$ cat src/rtl/calculator_seq.sv
// -----------------------------------------------------------------------------
// calculator_seq
//
// Program-then-execute calculator. The host fills a small instruction memory
// through a valid/ready input, then starts a run. The stored program executes
// in order and each instruction produces one result on a valid/ready output.
// A finished program can be rerun as-is, or discarded with clear.
//
// Instruction word (IW = 2*DATA_W+2 bits):
//   [2W+1:2W] op   00 ADD, 01 SUB, 10 MUL, 11 ACC
//   [2W-1:W]  A    unsigned operand
//   [W-1:0]   B    unsigned operand
//
// Ports:
//   clk        in   rising-edge clock
//   reset      in   asynchronous active-low reset
//   din        in   instruction word
//   din_valid  in   din qualifier
//   din_ready  out  instruction accepted this cycle (LOAD with room)
//   start      in   single-cycle run request
//   clear      in   discard program, return to LOAD
//   res        out  result magnitude, 2*DATA_W bits
//   res_neg    out  result sign (only SUB can set it)
//   res_index  out  program index of the presented result
//   res_valid  out  result qualifier
//   res_ready  in   consumer accepts the result
//   busy       out  program executing
//   done       out  program finished, waiting for rerun or clear
// -----------------------------------------------------------------------------
module calculator_seq #(
    parameter int  DATA_W = 8,
    parameter int  DEPTH  = 16,
    localparam int AW     = $clog2(DEPTH)
) (
    input  logic                clk,
    input  logic                reset,
    input  logic [2*DATA_W+1:0] din,
    input  logic                din_valid,
    output logic                din_ready,
    input  logic                start,
    input  logic                clear,
    output logic [2*DATA_W-1:0] res,
    output logic                res_neg,
    output logic [AW-1:0]       res_index,
    output logic                res_valid,
    input  logic                res_ready,
    output logic                busy,
    output logic                done
);

    // -------------------------------------------------------------------------
    // Local constants
    // -------------------------------------------------------------------------
    localparam int RW = 2 * DATA_W;    // result width
    localparam int IW = RW + 2;        // instruction width

    localparam logic [1:0] ST_LOAD = 2'd0;
    localparam logic [1:0] ST_EXEC = 2'd1;
    localparam logic [1:0] ST_DONE = 2'd2;

    localparam logic [1:0] OP_ADD = 2'b00;
    localparam logic [1:0] OP_SUB = 2'b01;
    localparam logic [1:0] OP_MUL = 2'b10;
    localparam logic [1:0] OP_ACC = 2'b11;

    // Counters are one bit wider than the index so that "full" (DEPTH) and
    // "all results issued" (idx == count == DEPTH) are representable.
    localparam logic [AW:0] DEPTH_C = (AW + 1)'(DEPTH);
    localparam logic [AW:0] LAST_C  = (AW + 1)'(DEPTH - 1);
    localparam logic [AW:0] ZERO_C  = '0;
    localparam logic [AW:0] ONE_C   = (AW + 1)'(1);

    // -------------------------------------------------------------------------
    // State
    // -------------------------------------------------------------------------
    logic [1:0]    state_q,     state_d;
    logic [AW:0]   count_q,     count_d;      // words in the program
    logic [AW:0]   idx_q,       idx_d;        // next instruction to issue
    logic [RW-1:0] acc_q,       acc_d;        // ACC running sum
    logic [RW-1:0] res_q,       res_d;
    logic          res_neg_q,   res_neg_d;
    logic [AW-1:0] res_index_q, res_index_d;
    logic          res_valid_q, res_valid_d;

    logic [IW-1:0] mem [DEPTH];
    logic          mem_we;

    // -------------------------------------------------------------------------
    // Handshake qualifiers
    // -------------------------------------------------------------------------
    logic load_xfer;     // instruction word accepted at this edge
    logic out_free;      // output register may take a new result
    logic prog_end;      // every instruction has been issued
    logic last_slot;     // this write fills the memory

    assign din_ready = (state_q == ST_LOAD) && (count_q < DEPTH_C);
    assign load_xfer = din_valid && din_ready;
    assign out_free  = !res_valid_q || res_ready;
    assign prog_end  = (idx_q == count_q);
    assign last_slot = (count_q == LAST_C);

    // -------------------------------------------------------------------------
    // Instruction memory
    // -------------------------------------------------------------------------
    // NOTE: the memory array has no reset; its contents are meaningless until
    // written and a reset port would prevent mapping it onto RAM primitives.
    always_ff @(posedge clk) begin
        if (mem_we) begin
            mem[count_q[AW-1:0]] <= din;
        end
    end

    // -------------------------------------------------------------------------
    // Decode of the instruction at the fetch pointer. When idx_q has run past
    // the program the read wraps harmlessly; its result is never issued.
    // -------------------------------------------------------------------------
    logic [IW-1:0]     instr;
    logic [1:0]        op;
    logic [DATA_W-1:0] op_a;
    logic [DATA_W-1:0] op_b;
    logic [RW-1:0]     a_ext;
    logic [RW-1:0]     b_ext;

    assign instr = mem[idx_q[AW-1:0]];
    assign op    = instr[IW-1:RW];
    assign op_a  = instr[RW-1:DATA_W];
    assign op_b  = instr[DATA_W-1:0];
    assign a_ext = {{DATA_W{1'b0}}, op_a};
    assign b_ext = {{DATA_W{1'b0}}, op_b};

    // -------------------------------------------------------------------------
    // Arithmetic. Operands are zero-extended to RW, so the product of two
    // DATA_W values always fits; only ACC can wrap, modulo 2^RW.
    // -------------------------------------------------------------------------
    logic [RW-1:0] prod;
    logic [RW-1:0] alu_res;
    logic          alu_neg;

    assign prod = a_ext * b_ext;

    // NOTE: every signal assigned in an always_comb gets a default at the top
    // so that no path leaves it unassigned and infers a latch.
    always_comb begin
        alu_res = '0;
        alu_neg = 1'b0;
        case (op)
            OP_ADD: alu_res = a_ext + b_ext;
            OP_SUB: begin
                // Magnitude/sign form keeps the result unsigned-width.
                if (op_a >= op_b) begin
                    alu_res = a_ext - b_ext;
                end else begin
                    alu_res = b_ext - a_ext;
                    alu_neg = 1'b1;
                end
            end
            OP_MUL: alu_res = prod;
            OP_ACC: alu_res = acc_q + prod;
            default: alu_res = '0;
        endcase
    end

    // -------------------------------------------------------------------------
    // Control and next-state logic
    // -------------------------------------------------------------------------
    always_comb begin
        state_d     = state_q;
        count_d     = count_q;
        idx_d       = idx_q;
        acc_d       = acc_q;
        res_d       = res_q;
        res_neg_d   = res_neg_q;
        res_index_d = res_index_q;
        res_valid_d = res_valid_q;
        mem_we      = 1'b0;

        case (state_q)
            ST_LOAD: begin
                if (clear) begin
                    // A word offered alongside clear is discarded with the
                    // rest of the program.
                    count_d = ZERO_C;
                end else begin
                    if (load_xfer) begin
                        mem_we  = 1'b1;
                        count_d = count_q + ONE_C;
                    end
                    // start counts the word written at the same edge, so a
                    // first-word-plus-start still runs. Filling the last slot
                    // starts the run without a start pulse.
                    if ((start && ((count_q != ZERO_C) || load_xfer)) ||
                        (load_xfer && last_slot)) begin
                        state_d = ST_EXEC;
                        idx_d   = ZERO_C;
                        acc_d   = '0;
                    end
                end
            end

            ST_EXEC: begin
                if (clear) begin
                    state_d     = ST_LOAD;
                    count_d     = ZERO_C;
                    res_valid_d = 1'b0;
                end else if (out_free) begin
                    if (prog_end) begin
                        // Last result has just been accepted (or was never
                        // pending); the output register empties.
                        state_d     = ST_DONE;
                        res_valid_d = 1'b0;
                    end else begin
                        res_d       = alu_res;
                        res_neg_d   = alu_neg;
                        res_index_d = idx_q[AW-1:0];
                        res_valid_d = 1'b1;
                        idx_d       = idx_q + ONE_C;
                        if (op == OP_ACC) begin
                            acc_d = alu_res;
                        end
                    end
                end
            end

            ST_DONE: begin
                if (clear) begin
                    state_d = ST_LOAD;
                    count_d = ZERO_C;
                end else if (start) begin
                    state_d = ST_EXEC;
                    idx_d   = ZERO_C;
                    acc_d   = '0;
                end
            end

            default: begin
                state_d     = ST_LOAD;
                count_d     = ZERO_C;
                res_valid_d = 1'b0;
            end
        endcase
    end

    // -------------------------------------------------------------------------
    // Registers
    // -------------------------------------------------------------------------
    // NOTE: sequential state uses non-blocking assignments so every register
    // samples the pre-edge value of every other register.
    always_ff @(posedge clk or negedge reset) begin
        if (!reset) begin
            state_q     <= ST_LOAD;
            count_q     <= ZERO_C;
            idx_q       <= ZERO_C;
            acc_q       <= '0;
            res_q       <= '0;
            res_neg_q   <= 1'b0;
            res_index_q <= '0;
            res_valid_q <= 1'b0;
        end else begin
            state_q     <= state_d;
            count_q     <= count_d;
            idx_q       <= idx_d;
            acc_q       <= acc_d;
            res_q       <= res_d;
            res_neg_q   <= res_neg_d;
            res_index_q <= res_index_d;
            res_valid_q <= res_valid_d;
        end
    end

    // -------------------------------------------------------------------------
    // Outputs
    // -------------------------------------------------------------------------
    assign res       = res_q;
    assign res_neg   = res_neg_q;
    assign res_index = res_index_q;
    assign res_valid = res_valid_q;
    assign busy      = (state_q == ST_EXEC);
    assign done      = (state_q == ST_DONE);

endmodule

$ cat config.mk
export PLATFORM = sky130hd
export DESIGN_NAME = calculator_seq
export DESIGN_NICKNAME = d
export VERILOG_FILES = /design/src/rtl/calculator_seq.sv
export SDC_FILE = /design/constraint.sdc
export NUM_CORES = 1
export LEC_CHECK = 0
export ABC_AREA = 1
export CAP_MARGIN = 10
export CORE_MARGIN = 3
export CORE_UTILIZATION = 60
export CTS_CLUSTER_DIAMETER = 120
export CTS_CLUSTER_SIZE = 20
export DETAILED_ROUTE_END_ITERATION = 10
export PLACE_DENSITY = 0.78
export SYNTH_ARGS = -nofsm -noshare
export SYNTH_HDL_FRONTEND = slang
export SYNTH_SLANG_ARGS = --single-unit
export TNS_END_PERCENT = 10
$ cat constraint.sdc
create_clock -name clk -period 8.93 [get_ports clk]
set_input_delay 1.786 -clock clk [delete_from_list [all_inputs] [get_ports clk]]
set_output_delay 1.786 -clock clk [all_outputs]
set_load 0.02 [all_outputs]
==> results of run 1 <==
[per-stage QoR]
stage / setup slack, ns / std cells
after global routing: 0.7343 / 2216
after CTS: 1.346 / 2216
after global placement: 1.520 / 2187
final: 1.303 / 2216
after floorplan: 2.621 / 1796
after detailed placement: 1.355 / 2187
[synthesized netlist by cell type (all sizes together), types with 35 or more instances]
library cell | number | area share [%]
inv | 213 | 4.4
edfxtp | 288 | 48
nor2 | 219 | 4.6
dfrtp | 50 | 6.9
nand3 | 84 | 2.4
a21oi | 39 | 1.1
ha | 85 | 5.9
nand2 | 348 | 7.3
fa | 40 | 4.4
clkbuf | 35 | 0.73
o22ai | 36 | 1.2
o21ai | 169 | 4.7
[worst max path at each step]
stage / start / end / slack (ns) / cells after the start
after floorplan: idx_q[0]$_DFFE_PN0P_ / res[13]$_DFFE_PN0P_ / 2.62 / 36
final: idx_q[0]$_DFFE_PN0P_ / acc_q[13]$_DFFE_PN0P_ / 1.30 / 34
after CTS: idx_q[0]$_DFFE_PN0P_ / acc_q[13]$_DFFE_PN0P_ / 1.35 / 34
after global routing: idx_q[0]$_DFFE_PN0P_ / acc_q[14]$_DFFE_PN0P_ / 0.73 / 33
after global placement: idx_q[0]$_DFFE_PN0P_ / res[15]$_DFFE_PN0P_ / 1.52 / 34
after detailed placement: idx_q[0]$_DFFE_PN0P_ / acc_q[13]$_DFFE_PN0P_ / 1.36 / 33
[worst reg2reg max path: cells and delay by family (launching register included)]
family | cells | cell delay [ns]
adder cells (fa/ha/maj) | 6 | 2.59
AO/OA/AOI/OAI | 6 | 1.30
buffers and inverters | 7 | 1.73
AND/OR/NAND/NOR | 15 | 1.53
flip-flops | 1 | 0.43
[cell type report]
type	count	share of cell area (%)
multi-input combinational	1172	36.18
inverter	218	4.211
tap	384	2.465
sequential	338	50.82
timing repair buffer	75	3.479
clock buffer	29	2.850
[routing by layer]
| layer | GRT usage (%) | vias up | share of wire (%) |
|---|---|---|---|
| met4 | 9.127 | 0 | 3.6 |
| met3 | 2.304 | 100 | 6.2 |
| met5 | 0 | - | 0 |
| met1 | 36.04 | 6322 | 41 |
| li1 | - | 6156 | - |
| met2 | 45.70 | 499 | 49 |
[cell families (layout without fill, tap and decap cells)]
logic type | Yosys count | count (layout) | share of synthesized area, %
buffers and inverters | 286 | 322 | 6.405
AOI/OAI and AO/OA | 326 | 326 | 11.19
adders and majority gates | 125 | 125 | 10.33
DFF | 338 | 338 | 54.84
and+or+nand+nor | 688 | 688 | 15.63
xor gates and xnor gates | 33 | 33 | 1.601
[state kept, by name (all words and copies together) (netlist names)]
signal,cells
count_q,5
idx_q,5
mem,288
res_valid,1
res,16
res_index,4
state_q,2
acc_q,16
res_neg,1
==> results.toml, run 1 <==
[cts]
cts.hold.buffers_added = 0
post_cts_resize_count = 0
cts_tree = "done"
cts_made_buffers = 20
clk_pin_slew_ns = 0.08
root_buffer = "clkbuf_16"
cts-htree-levels = 1
clkLatencyLatePin_ns = 0.52
cts.sinks = 338
cts_setup_buffers = 0
clk_path_buf_depth = 3

[global_route]
grt_util_all_layers_pct = 26.59
grt_pass1_wl_um = 69060
grt_pass1_vias = 12784
grt_overflow = 0
grt_start_max_net_pins = 100
antenna_found_initial = 0

[sta]
relSlewSlack_pct = 31.78
setup_viol = 0
min_period_over_period_pct = 85.40
fmaxAchievable_mhz = 131.1
worst_pin_slew_ns = 1.018
finalCriticalPeriod_ns = 7.627
skew_ns = 0.01566
rsz0062_at_grt = "false"
drv_slew = 0
hold_viol = 0
timing.hold.ws_ns = 0.4855
finalSetupTns_ns = 0

[floorplan]
design.die.area_um2 = 32200
die_w_um = 179.5
io_pins = 49
die-height_um = 179.5
initial_utilization_pct = 61.89
num_rows = 62
core_um2 = 29170

[job]
max_cap_violations = 0

[hold_path]
hold-path-endpoint = "res[5]$_DFFE_PN0P_"
worst_hold_path.num_cells = 2
hold_class = "reg -> reg"
worstHoldStart = "res[5]$_DFFE_PN0P_"

[finish]
fillers = 2259
layout_commonest_cell = "nand2_1"
fin_nets = 1974
layout_common_cells = "343 x nand2_1, 288 x edfxtp_1, 204 x nor2_1, 194 x inv_1, 147 x o21ai_0"
fin_util_pct = 66.82
fin_area_um2 = 19490
drive_above_1_share_pct = 6.496
regArea_um2 = 9905
diodes = 0
multiInputGateArea_um2 = 7051
area_delta_synth_final_pct = 7.971

[synthesis]
async_flop_share_pct = 14.79
synth_nets = 1945
synth_area_um2 = 18050
synth_seq_area_share_pct = 54.84
synth_cell_types = 46
synth_edf_count = 288
syn_inst = 1796
ys_warn_count = 0
synthFlopType = "edfxtp_1"
avgSynthCellArea_um2 = 10.05
synth-seq-cells = 338

[place]
hpwl_um = 29750
portBuffers = 48
gp_congestion = 0.9608
dpl_cell_area_um2 = 18930

[drt]
drt-initial-drc-count = 1305
wire_per_inst_um = 19.82
drtPass1Iterations = 6
routed_wirelength_um = 43930
antenna_left = 0
via_count = 13077
drt-vias-per-instance = 5.901
drc_errors = 0

[worst_setup_path]
critical_path.max_stage_delay_ns = 0.66
r2r_end = "acc_q[13]$_DFFE_PN0P_"
critPathKind = "reg -> reg"
rr_worst_depth = 34
cp-end-kind = "flop"
critPathRequiredTime_ns = 9.39
r2r_slack_ns = 1.30
worstPathArrival_ns = 8.09
cpMostUsedCell = "nand2_1"
critPathMaxFanout = 88
path_buf_inv = 7
r2r-start = "idx_q[0]$_DFFE_PN0P_"
crit_family = "adder cells"
critPathLaunchType = "flop"
slowest_stage = "buf_4"

[run_status]
outcome = "finished, final reports clean"
Power of run 1 is left out: the tool's default activity adds up to more than one toggle a clock period on the data nets, which glitch-free logic cannot reach.
==> inputs of run 2 (changes only) <==
--- a/config.mk
+++ b/config.mk
@@ -12,7 +12,7 @@
 export CTS_CLUSTER_DIAMETER = 120
 export CTS_CLUSTER_SIZE = 20
 export DETAILED_ROUTE_END_ITERATION = 10
-export PLACE_DENSITY = 0.78
+export PLACE_DENSITY_LB_ADDON = 0.2
 export SYNTH_ARGS = -nofsm -noshare
 export SYNTH_HDL_FRONTEND = slang
 export SYNTH_SLANG_ARGS = --single-unit
==> run 2 against run 1 <==
  * Cell count is 0.32% higher
  * Critical path depth is 1 lower
  * Setup slack worse by 0.27 ns
  * Flip-flop and latch count stayed put
  * Via count is 0.44% lower
  * Clock skew is 0.012 ns higher
  * Hold slack worse by 0.0032 ns
  * Sequential share of layout area is 0.094 points lower
  * Die area stayed put
  * Count of clock-buffer cells in the layout is 6 higher
  * Core utilization is 0.12 points higher
  * Non-clock buffer count is 2 lower
==> results.toml, run 2 (same netlist as run 1, synthesis figures left out) <==
[cts]
cts-htree-levels = 1
cts_tree = "done"
clk_path_buf_depth = 3
clk_pin_slew_ns = 0.09
cts.sinks = 338
cts.hold.buffers_added = 0
cts_made_buffers = 21
post_cts_resize_count = 0
clkLatencyLatePin_ns = 0.54
cts_setup_buffers = 0
root_buffer = "clkbuf_16"

[worst_setup_path]
critPathLaunchType = "flop"
critPathMaxFanout = 106
critPathKind = "reg -> reg"
cpMostUsedCell = "nand2_1"
slowest_stage = "inv_4"
critPathRequiredTime_ns = 9.38
worstPathArrival_ns = 8.35
cp-end-kind = "flop"
critical_path.max_stage_delay_ns = 0.83

[job]
max_cap_violations = 0

[finish]
layout_commonest_cell = "nand2_1"
fin_area_um2 = 19530
largest_register_ffs = 288
diodes = 0
drive_above_1_share_pct = 6.525
area_delta_synth_final_pct = 8.172
layout_common_cells = "343 x nand2_1, 288 x edfxtp_1, 204 x nor2_1, 194 x inv_1, 147 x o21ai_0"
fin_nets = 1973

[floorplan]
core_um2 = 29170
die-height_um = 179.5
io_pins = 49
num_rows = 62
die_w_um = 179.5
design.die.area_um2 = 32200
initial_utilization_pct = 61.89

[sta]
worst_slack_ns = 1.030
finalCriticalPeriod_ns = 7.900
fmaxAchievable_mhz = 126.6
setup_viol = 0
drv_slew = 0
hold_viol = 0
rsz0062_at_grt = "false"
skew_ns = 0.02745
relSlewSlack_pct = 28.53
finalSetupTns_ns = 0
min_period_over_period_pct = 88.46
worst_pin_slew_ns = 1.072

[drt]
wire_per_inst_um = 20.07
routed_wirelength_um = 44620
antenna_left = 0
drt-initial-drc-count = 1161
drc_errors = 0
drtPass1Iterations = 7
via_count = 13019
drt-vias-per-instance = 5.857

[global_route]
grt_util_all_layers_pct = 27.00
grt_overflow = 0
antenna_found_initial = 1
grt_start_max_net_pins = 107
grt_pass1_wl_um = 69340
grt_pass1_vias = 12643

[place]
hpwl_um = 28430
gp_congestion = 0.9519
dp_slack_ns = 1.165
dpl_cell_area_um2 = 18910
portBuffers = 48

[run_status]
outcome = "finished, final reports clean"

[hold_path]
hold_class = "reg -> reg"
-- run 2: final timing paths --
kind | from | endpoint | slack (ns) | depth (start not counted)
max in group asynchronous | reset | idx_q[0]$_DFFE_PN0P_ | 7.09 | 2
setup reg to reg | idx_q[0]$_DFFE_PN0P_ | res[13]$_DFFE_PN0P_ | 1.03 | 33
min in group asynchronous | reset | res[11]$_DFFE_PN0P_ | 1.36 | 2
setup / recovery | idx_q[0]$_DFFE_PN0P_ | res[13]$_DFFE_PN0P_ | 1.03 | 33
hold / removal | res[14]$_DFFE_PN0P_ | res[14]$_DFFE_PN0P_ | 0.48 | 2
hold reg to reg | res[14]$_DFFE_PN0P_ | res[14]$_DFFE_PN0P_ | 0.48 | 2
-- run 2: layer usage --
| metal | global-route usage, % | vias up | share of wire [%] |
|---|---|---|---|
| met5 | 0 | - | 0.029 |
| met4 | 9.344 | 2 | 3.8 |
| met3 | 2.688 | 117 | 6.1 |
| met2 | 48.01 | 446 | 50 |
| met1 | 34.87 | 6286 | 40 |
| li1 | - | 6168 | - |
-- run 2: layout make-up --
cell class | instances | area (um^2)
Sequential cell | 338 | 9905
Timing Repair Buffer | 73 | 663.1
Tap cell | 384 | 480.5
Clock buffer | 35 | 578.1
Fill cell | 2288 | 9642
Clock inverter | 3 | 33.78
Inverter | 218 | 820.8
Multi-Input combinational cell | 1172 | 7046
-- run 2: worst max-delay path: cells and delay by family (launching register included) --
kind	cells	cell delay [ns]
buf+inv	7	1.74
fa+ha+maj	6	2.62
simple gates	15	1.52
flops	1	0.72
compound gates	5	1.12
-- run 2: per-stage QoR --
stage,utilization [%],hold WS [ns],std cells
2_1_floorplan,-,0.4553,1796
3_3_place_gp,64.85,0.4656,2185
3_5_place_dp,64.85,0.4645,2185
4_1_cts,66.94,0.4864,2223
5_1_grt,66.94,0.5066,2223
6_report,66.94,0.4823,2223
Power of run 2 is left out for the same reason.
==> inputs of run 3 (changes only) <==
--- a/config.mk
+++ b/config.mk
@@ -7,12 +7,14 @@
 export LEC_CHECK = 0
 export ABC_AREA = 1
 export CAP_MARGIN = 10
+export CELL_PAD_IN_SITES_DETAIL_PLACEMENT = 0
+export CELL_PAD_IN_SITES_GLOBAL_PLACEMENT = 1
 export CORE_MARGIN = 3
-export CORE_UTILIZATION = 60
+export CORE_UTILIZATION = 50
 export CTS_CLUSTER_DIAMETER = 120
 export CTS_CLUSTER_SIZE = 20
 export DETAILED_ROUTE_END_ITERATION = 10
-export PLACE_DENSITY_LB_ADDON = 0.2
+export PLACE_DENSITY = 0.91
 export SYNTH_ARGS = -nofsm -noshare
 export SYNTH_HDL_FRONTEND = slang
 export SYNTH_SLANG_ARGS = --single-unit
==> run 3 against run 2 <==
  * Global-route usage down 4.5 points
  * Fmax rose by 10%
  * Cell count increased by 3.0%
  * Largest cell class unchanged
  * Routed wire length down 1.7%
  * First-iteration DRC count decreased by 11%
  * Hold slack improved by 0.0057 ns
  * Design area increased by 0.65%
  * Non-clock buffer count grew 4
==> results.toml, run 3 (same netlist as run 1, synthesis figures left out) <==
[run_status]
outcome = "finished, final reports clean"

[finish]
layout_commonest_cell = "nand2_1"
diodes = 0
largest_register_ffs = 288
layout_common_cells = "343 x nand2_1, 288 x edfxtp_1, 204 x nor2_1, 194 x inv_1, 147 x o21ai_0"
fillers = 3016
drive_above_1_share_pct = 6.757
fin_area_um2 = 19650
area_delta_synth_final_pct = 8.872
fin_nets = 1977

[place]
dpl_cell_area_um2 = 19050
portBuffers = 48
gp_congestion = 0.8974
hpwl_um = 29830
dp_slack_ns = 1.777

[floorplan]
die-height_um = 196.0
initial_utilization_pct = 51.50
die_w_um = 196.0
design.die.area_um2 = 38420
core_um2 = 35050
num_rows = 68
io_pins = 49

[sta]
finalCriticalPeriod_ns = 7.173
drv_slew = 0
finalSetupTns_ns = 0
timing.hold.ws_ns = 0.4880
worst_slack_ns = 1.757
relSlewSlack_pct = 27.68
setup_viol = 0
fmaxAchievable_mhz = 139.4
min_period_over_period_pct = 80.33
skew_ns = 0.02086
worst_pin_slew_ns = 1.084
hold_viol = 0
rsz0062_at_grt = "false"

[global_route]
top_usage_layer = "met2"
grtUsageMet1_pct = 30.03
grt_use_met3_pct = 2.868
grt_util_all_layers_pct = 22.48
antenna_found_initial = 0
grt_pass1_vias = 12754
grt_start_max_net_pins = 79
grt_overflow = 0
gr-usage-met2_pct = 39.01
grt_pass1_wl_um = 68860

[drt]
wire_per_inst_um = 19.15
drtPass1Iterations = 5
antenna_left = 0
via_count = 12941
drt-initial-drc-count = 1031
drc_errors = 0
drt-vias-per-instance = 5.651
routed_wirelength_um = 43860

[cts]
root_buffer = "clkbuf_16"
clkLatencyLatePin_ns = 0.53
cts_tree = "done"
clk_path_buf_depth = 3
cts.sinks = 338
post_cts_resize_count = 0
cts.hold.buffers_added = 0
cts_made_buffers = 21
clk_pin_slew_ns = 0.08
cts_setup_buffers = 0
cts-htree-levels = 1

[worst_setup_path]
worstPathArrival_ns = 7.59
critPathMaxFanout = 67
cpMostUsedCell = "nand2_1"
critPathLaunchType = "flop"
critPathRequiredTime_ns = 9.34
critical_path.max_stage_delay_ns = 0.55
slowest_stage = "dfrtp_4"
critPathKind = "reg -> reg"
cp-end-kind = "flop"

[hold_path]
hold_class = "reg -> reg"

[job]
max_cap_violations = 0
==> run 3: worst paths after layout <==
path / from / slack [ns] / cells after the start / end
max in group asynchronous: reset / 7.08 / 2 / idx_q[0]$_DFFE_PN0P_
max: idx_q[0]$_DFFE_PN0P_ / 1.76 / 33 / res[14]$_DFFE_PN0P_
min: res[5]$_DFFE_PN0P_ / 0.49 / 2 / res[5]$_DFFE_PN0P_
max reg2reg: idx_q[0]$_DFFE_PN0P_ / 1.76 / 33 / res[14]$_DFFE_PN0P_
min reg2reg: res[5]$_DFFE_PN0P_ / 0.49 / 2 / res[5]$_DFFE_PN0P_
min in group asynchronous: reset / 1.37 / 2 / acc_q[7]$_DFFE_PN0P_
==> run 3: layout make-up <==
| class | count | area, um^2 | area share, % |
|---|---|---|---|
| flip-flops and latches | 338 | 9905 | 50.40 |
| inverters | 218 | 820.8 | 4.176 |
| clock inverters | 3 | 58.81 | 0.2992 |
| repair buffers | 77 | 705.7 | 3.591 |
| multi-input cells | 1172 | 7046 | 35.85 |
| well taps | 455 | 569.3 | 2.897 |
| clock buffers | 27 | 548.0 | 2.789 |
==> run 3: critical path, delay by kind of cell (launching register included) <==
| kind | cells | cell delay [ns] |
|---|---|---|
| fa+ha+maj | 7 | 2.91 |
| buf+inv | 6 | 1.16 |
| flops | 1 | 0.55 |
| simple gates | 14 | 1.46 |
| compound gates | 6 | 0.94 |
==> run 3: stage by stage <==
step,utilization [%],std cells
finish,56.06,2290
global route,56.06,2290
CTS,56.06,2290
detailed placement,54.33,2260
global placement,54.33,2260
floorplan,-,1796
==> run 3: metal layers <==
| metal | wire length (um) | vias up |
|---|---|---|
| met5 | 0 | - |
| met4 | 990 | 0 |
| met3 | 2833 | 69 |
| met2 | 21860 | 455 |
| met1 | 18170 | 6262 |
| li1 | - | 6155 |
Power of run 3 is left out for the same reason.
